===== src/rtl/global_pkg.sv =====
// Shared types for the execute-stage CSR units: write modes, Zicsr funct3
// encodings, the access-initiator FSM states and the read-only address prefix.
package global_pkg;

  typedef enum logic [1:0] {
    CSR_WRITE = 2'd0,
    CSR_SET   = 2'd1,
    CSR_CLEAR = 2'd2
  } write_mode_t;

  typedef enum logic [2:0] {
    CSRRW  = 3'b001,
    CSRRS  = 3'b010,
    CSRRC  = 3'b011,
    CSRRWI = 3'b101,
    CSRRSI = 3'b110,
    CSRRCI = 3'b111
  } csr_funct3_t;

  typedef enum logic [1:0] {
    IDLE,
    READ,
    WRITE,
    RESP
  } csr_init_state_t;

  localparam logic [1:0] CSR_RO_PREFIX = 2'b11;

endpackage


===== src/rtl/csr_access_initiator_decode.sv =====
// csr_req_decode: classifies a latched Zicsr request into a write mode,
// whether a write is intended, a bad-opcode flag and a read-only violation.
module csr_req_decode
  import global_pkg::*;
#(
  parameter int ADDR_W = 12
) (
  input  logic [2:0]        funct3_i,
  input  logic [4:0]        rs1_idx_i,
  input  logic [ADDR_W-1:0] addr_i,
  output write_mode_t       mode_o,
  output logic              write_en_o,
  output logic              bad_op_o,
  output logic              ro_violation_o
);

  logic unusedAddrBits;
  assign unusedAddrBits = ^addr_i[ADDR_W-3:0];

  // Set/clear forms with rs1/uimm of zero are pure reads and must not write.
  always_comb begin
    mode_o     = CSR_WRITE;
    write_en_o = 1'b0;
    bad_op_o   = 1'b0;
    case (funct3_i)
      CSRRW, CSRRWI: begin
        mode_o     = CSR_WRITE;
        write_en_o = 1'b1;
      end
      CSRRS, CSRRSI: begin
        mode_o     = CSR_SET;
        write_en_o = (rs1_idx_i != 5'd0);
      end
      CSRRC, CSRRCI: begin
        mode_o     = CSR_CLEAR;
        write_en_o = (rs1_idx_i != 5'd0);
      end
      default: bad_op_o = 1'b1;
    endcase
  end

  assign ro_violation_o = (addr_i[ADDR_W-1 -: 2] == CSR_RO_PREFIX) && write_en_o;

endmodule


===== src/rtl/csr_access_initiator.sv =====
// csr_access_initiator: sequences one decoded Zicsr instruction into a read
// cycle, an optional single write strobe and a held response on the CSR bus.
// Optional: define CSR_ACCESS_EVENT_EN to add the csr_event pulse output.
module csr_access_initiator
  import global_pkg::*;
#(
  parameter int ADDR_W = 12,
  parameter int XLEN   = 32
) (
  input  logic              clk,
  input  logic              rst,
  input  logic              req_valid,
  output logic              req_ready,
  input  logic [2:0]        req_funct3,
  input  logic [ADDR_W-1:0] req_csr_addr,
  input  logic [4:0]        req_rs1_idx,
  input  logic [XLEN-1:0]   req_rs1_data,
  output logic              rsp_valid,
  input  logic              rsp_ready,
  output logic [XLEN-1:0]   rsp_rd_data,
  output logic              rsp_illegal,
  output logic [ADDR_W-1:0] csr_addr,
  output logic              csr_wr,
  output write_mode_t       csr_write_mode,
  output logic [XLEN-1:0]   csr_din,
  input  logic [XLEN-1:0]   csr_dout,
  input  logic              csr_illegal
`ifdef CSR_ACCESS_EVENT_EN
  ,
  output logic              csr_event
`endif
);

  csr_init_state_t   state_q, state_d;
  logic [2:0]        funct3_q, funct3_d;
  logic [ADDR_W-1:0] addr_q, addr_d;
  logic [4:0]        rs1Idx_q, rs1Idx_d;
  logic [XLEN-1:0]   operand_q, operand_d;
  logic [XLEN-1:0]   rdData_q, rdData_d;
  logic              illegal_q, illegal_d;

  write_mode_t       decMode;
  logic              decWriteEn;
  logic              decBadOp;
  logic              decRoViolation;
  logic              readIllegal;

  csr_req_decode #(.ADDR_W(ADDR_W)) uDecode (
    .funct3_i       (funct3_q),
    .rs1_idx_i      (rs1Idx_q),
    .addr_i         (addr_q),
    .mode_o         (decMode),
    .write_en_o     (decWriteEn),
    .bad_op_o       (decBadOp),
    .ro_violation_o (decRoViolation)
  );

  assign readIllegal = csr_illegal | decBadOp | decRoViolation;

  // State register and latched request fields, cleared by synchronous reset.
  always_ff @(posedge clk) begin
    if (rst) begin
      state_q   <= IDLE;
      funct3_q  <= 3'd0;
      addr_q    <= '0;
      rs1Idx_q  <= 5'd0;
      operand_q <= '0;
      rdData_q  <= '0;
      illegal_q <= 1'b0;
    end else begin
      state_q   <= state_d;
      funct3_q  <= funct3_d;
      addr_q    <= addr_d;
      rs1Idx_q  <= rs1Idx_d;
      operand_q <= operand_d;
      rdData_q  <= rdData_d;
      illegal_q <= illegal_d;
    end
  end

  // Next-state logic: accept in IDLE, sample the slave in READ, strobe once
  // in WRITE, hold the response in RESP until writeback takes it.
  always_comb begin
    state_d   = state_q;
    funct3_d  = funct3_q;
    addr_d    = addr_q;
    rs1Idx_d  = rs1Idx_q;
    operand_d = operand_q;
    rdData_d  = rdData_q;
    illegal_d = illegal_q;
    case (state_q)
      IDLE: begin
        if (req_valid) begin
          funct3_d  = req_funct3;
          addr_d    = req_csr_addr;
          rs1Idx_d  = req_rs1_idx;
          operand_d = req_funct3[2] ? {{(XLEN-5){1'b0}}, req_rs1_idx} : req_rs1_data;
          state_d   = READ;
        end
      end
      READ: begin
        illegal_d = readIllegal;
        rdData_d  = readIllegal ? '0 : csr_dout;
        if (readIllegal)     state_d = RESP;
        else if (decWriteEn) state_d = WRITE;
        else                 state_d = RESP;
      end
      WRITE: state_d = RESP;
      RESP: begin
        if (rsp_ready) state_d = IDLE;
      end
      default: state_d = IDLE;
    endcase
  end

  assign req_ready      = (state_q == IDLE);
  assign rsp_valid      = (state_q == RESP);
  assign rsp_rd_data    = rdData_q;
  assign rsp_illegal    = illegal_q;
  assign csr_addr       = addr_q;
  assign csr_wr         = (state_q == WRITE);
  assign csr_write_mode = decMode;
  assign csr_din        = operand_q;

`ifdef CSR_ACCESS_EVENT_EN
  logic event_q, event_d;

  assign event_d = ((state_q == READ) && !readIllegal && !decWriteEn) || (state_q == WRITE);

  // One-cycle pulse aligned with RESP entry for every legal access.
  always_ff @(posedge clk) begin
    if (rst) event_q <= 1'b0;
    else     event_q <= event_d;
  end

  assign csr_event = event_q;
`endif

endmodule

===== config.mk =====
export PLATFORM = sky130hd
export DESIGN_NAME = csr_access_initiator
export DESIGN_NICKNAME = d
export VERILOG_FILES = /design/src/rtl/global_pkg.sv /design/src/rtl/csr_access_initiator_decode.sv /design/src/rtl/csr_access_initiator.sv
export SDC_FILE = /design/constraint.sdc
export NUM_CORES = 1
export LEC_CHECK = 0
export ABC_AREA = 1
export BUFFER_PORTS_ARGS = -buffer_cell sky130_fd_sc_hd__buf_2
export CORE_MARGIN = 2
export CORE_UTILIZATION = 49
export CTS_CLUSTER_DIAMETER = 60
export DETAILED_ROUTE_END_ITERATION = 6
export GPL_TIMING_DRIVEN = 1
export PLACE_DENSITY_LB_ADDON = 0.08
export SLEW_MARGIN = 10
export SYNTH_ARGS = -nofsm -noshare
export SYNTH_HDL_FRONTEND = slang
export SYNTH_SLANG_ARGS = --single-unit

===== constraint.sdc =====
create_clock -name clk -period 2.12 [get_ports clk]
set_clock_uncertainty 0.1 [all_clocks]
set_input_delay 0.212 -clock clk [delete_from_list [all_inputs] [get_ports clk]]
set_output_delay 0.212 -clock clk [all_outputs]
set_load 0.03 [all_outputs]

==> reports/results.tsv <==
metric	value	unit
Avg WL per Cell	11.8	µm
post-CTS setup buffer count	0	
P&R area growth vs syn	32.4	%
Port Buffers	170	
Max Cap Viol	0	
Setup CP Type	flip-flop to flip-flop	
Via density	4.73	
VDD IR max	0.515	mV
Post-synth EDFFs	0	
Finished Layout Cells	702	
htree depth	3	
total die area	7710	µm²
endpoints failing hold	0	
number of global-route vias before repair	3063	
Synth Instances	436	
worst-path fanout max	30	
layout filler cell count	626	
async set or reset register ratio after synthesis	0	
Initial DRT Pass Iterations	5	
Layout Utilization	0.671	
Data required, critical path	2.29	ns
CP arrival	1.94	ns
Total Power	6070	µW
total core area	6790	µm²
synth unique cells	27	
YS warnings	0	
Worst Setup End Kind	flip-flop	
final setup violation count	0	
row count	30	
CTS root buf	clkbuf_8	
largest net degree at the start of global routing	36	
Tcrit/Tclk final	0.835	
Net Count, Synth	529	
WP buf/inv	2	
register area share after synthesis	0.500	
initial core utilization	0.507	
GRT overflow	0	
Max Clock Freq	0.565	GHz
max-slew violation count	0	
gp weighted congestion	0.761	
PwrDens	1330	nW/µm²
nets@finish	695	
Max Root-Sink Buffers	2	
Global Route Usage Sum	0.213	
initial antenna violation count	0	
Hold Crit Class	input pin to flip-flop	
CP cell instances	inv_1 -> ha_1 -> nand2_4 -> buf_4 -> o21ai_0 -> a21oi_1	
worst-margin pin slew	0.480	ns
DP Cell Count	680	
slew margin rel.	0.680	
critical path launch point	state_q[0]	
max incr delay on CP	0.38	ns
layout cells sized above 1	0.384	
CP startpoint kind	flip-flop	
min Tclk post-route	1.77	ns
Critical Path Slowest Stage Cell	dfxtp_1	
Lkg Pwr	0.00222	µW
clock slew at reported path FFs	0.08	ns
DRT Wirelength	8.28	mm
Reg-to-Reg Start	state_q[0]	
# diodes	0	
Synth Cell Area	3440	µm²
Vias	3318	
Die W	87.8	µm
#FFs+latches synth	86	
HPWL Detailed	5.81	mm
num ports	171	
Final ANT Viol Nets	0	
TritonCTS buffer count	9	
Top FF cell, synth	dfxtp_1	
Mean Syn Cell Area	7.89	µm²
Skew-Pair Late Insertion Delay	0.34	ns
setup TNS	0	ns
Residual DRC	0	
DRT iter0 DRCs	158	
CTS sink cnt	86	
Die H	87.8	µm
CP delay by family, top	buffers and inverters	
status	complete, no violations	
Hold Crit Start	req_rs1_data[14]	
first-pass GRT wire length	13.1	mm
CTS tree	yes	
RSZ-0062 raised after global routing	false	
==> logic make-up after synthesis <==
family,count (synthesis),share of synthesized area
AO/OA/AOI/OAI,101,0.165
AND/OR/NAND/NOR,196,0.246
flip-flops,86,0.500
adder cells (fa/ha/maj),4,0.0145
buffers and inverters,49,0.0738
==> synth_stat cells, types with 3 or more instances <==
cell | n | share of area
nor2_1 | 117 | 0.13
dfxtp_1 | 86 | 0.50
o21ai_0 | 47 | 0.068
nand2_1 | 43 | 0.047
nor2_2 | 31 | 0.056
a21oi_1 | 28 | 0.041
inv_1 | 16 | 0.017
a22oi_1 | 12 | 0.026
buf_2 | 11 | 0.016
o21ai_1 | 6 | 0.0087
buf_6 | 5 | 0.016
clkbuf_1 | 5 | 0.0055
a211oi_1 | 4 | 0.0087
buf_4 | 4 | 0.0087
ha_1 | 4 | 0.015
inv_2 | 4 | 0.0044
clkbuf_2 | 3 | 0.0044
==> cell type report <==
cell class | count | area [µm²] | area share
tap | 96 | 120 | 0.0264
multi-input combinational | 301 | 1470 | 0.322
clock inverter | 4 | 47.5 | 0.0104
sequential | 86 | 1720 | 0.378
clock buffer | 11 | 141 | 0.0310
inverter | 20 | 75.1 | 0.0165
timing repair buffer | 184 | 986 | 0.216
==> state kept, by name (all words and copies together) (netlist names) <==
register	cells
rs1Idx_q	5
csr_addr	12
rsp_illegal	1
state_q	2
rsp_rd_data	32
funct3_q	2
csr_din	32
==> placed cells by master (no fill, tap or decap), drive strengths merged, types with 2 or more instances in the layout <==
cell         instances
a211oi               5
a21oi               29
a22oi               12
buf                177
clkbuf              11
clkinv               2
dfxtp               86
dlygate4sd3          7
ha                   4
inv                 20
nand2               45
nand3                2
nor2               149
o21ai               54
==> power breakdown <==
| part | switching [µW] | leakage (µW) | internal (µW) |
|---|---|---|---|
| Sequential | 204 | 0.000705 | 2020 |
| Combinational | 1880 | 0.00142 | 852 |
| Clock | 544 | 0.0000952 | 567 |
==> per-stage QoR <==
step / area (µm²) / setup WS (ns) / hold WS, ns
2_1_floorplan: 3440 / 0.496 / 0.255
3_3_place_gp: 4300 / 0.410 / 0.344
3_5_place_dp: 4300 / 0.355 / 0.356
4_1_cts: 4560 / 0.341 / 0.0000467
5_1_grt: 4560 / 0.182 / 0.00686
6_report: 4560 / 0.350 / 0.00524
==> path summary, 6_finish.rpt <==
| path | cells after the start | slack [ns] | end |
|---|---|---|---|
| setup reg to reg | 6 | 0.35 | funct3_q[1] |
| setup / recovery | 6 | 0.35 | funct3_q[1] |
| hold reg to reg | 2 | 0.37 | csr_din[17] |
| hold / removal | 3 | 0.005 | csr_din[14] |
==> routing by layer <==
metal,routed length [µm],track usage
met1,3430,0.240
met4,165,0.0923
met2,4100,0.382
met5,0,0
met3,593,0.0528
==> tightest hold or removal path: cells and delay by family <==
family | cells | cell delay, ns
and+or+nand+nor | 1 | 0.07
buffers and inverters | 1 | 0.08
AOI/OAI and AO/OA | 1 | 0.05
==> what timing repair did <==
item | CTS | global route
gates resized for setup | 0 | 0
endpoints found under the setup margin | 0 | 0
hold buffers | 7 | 0
hold endpoints to repair | 7 | 0
(Power assumes the default switching activity.)
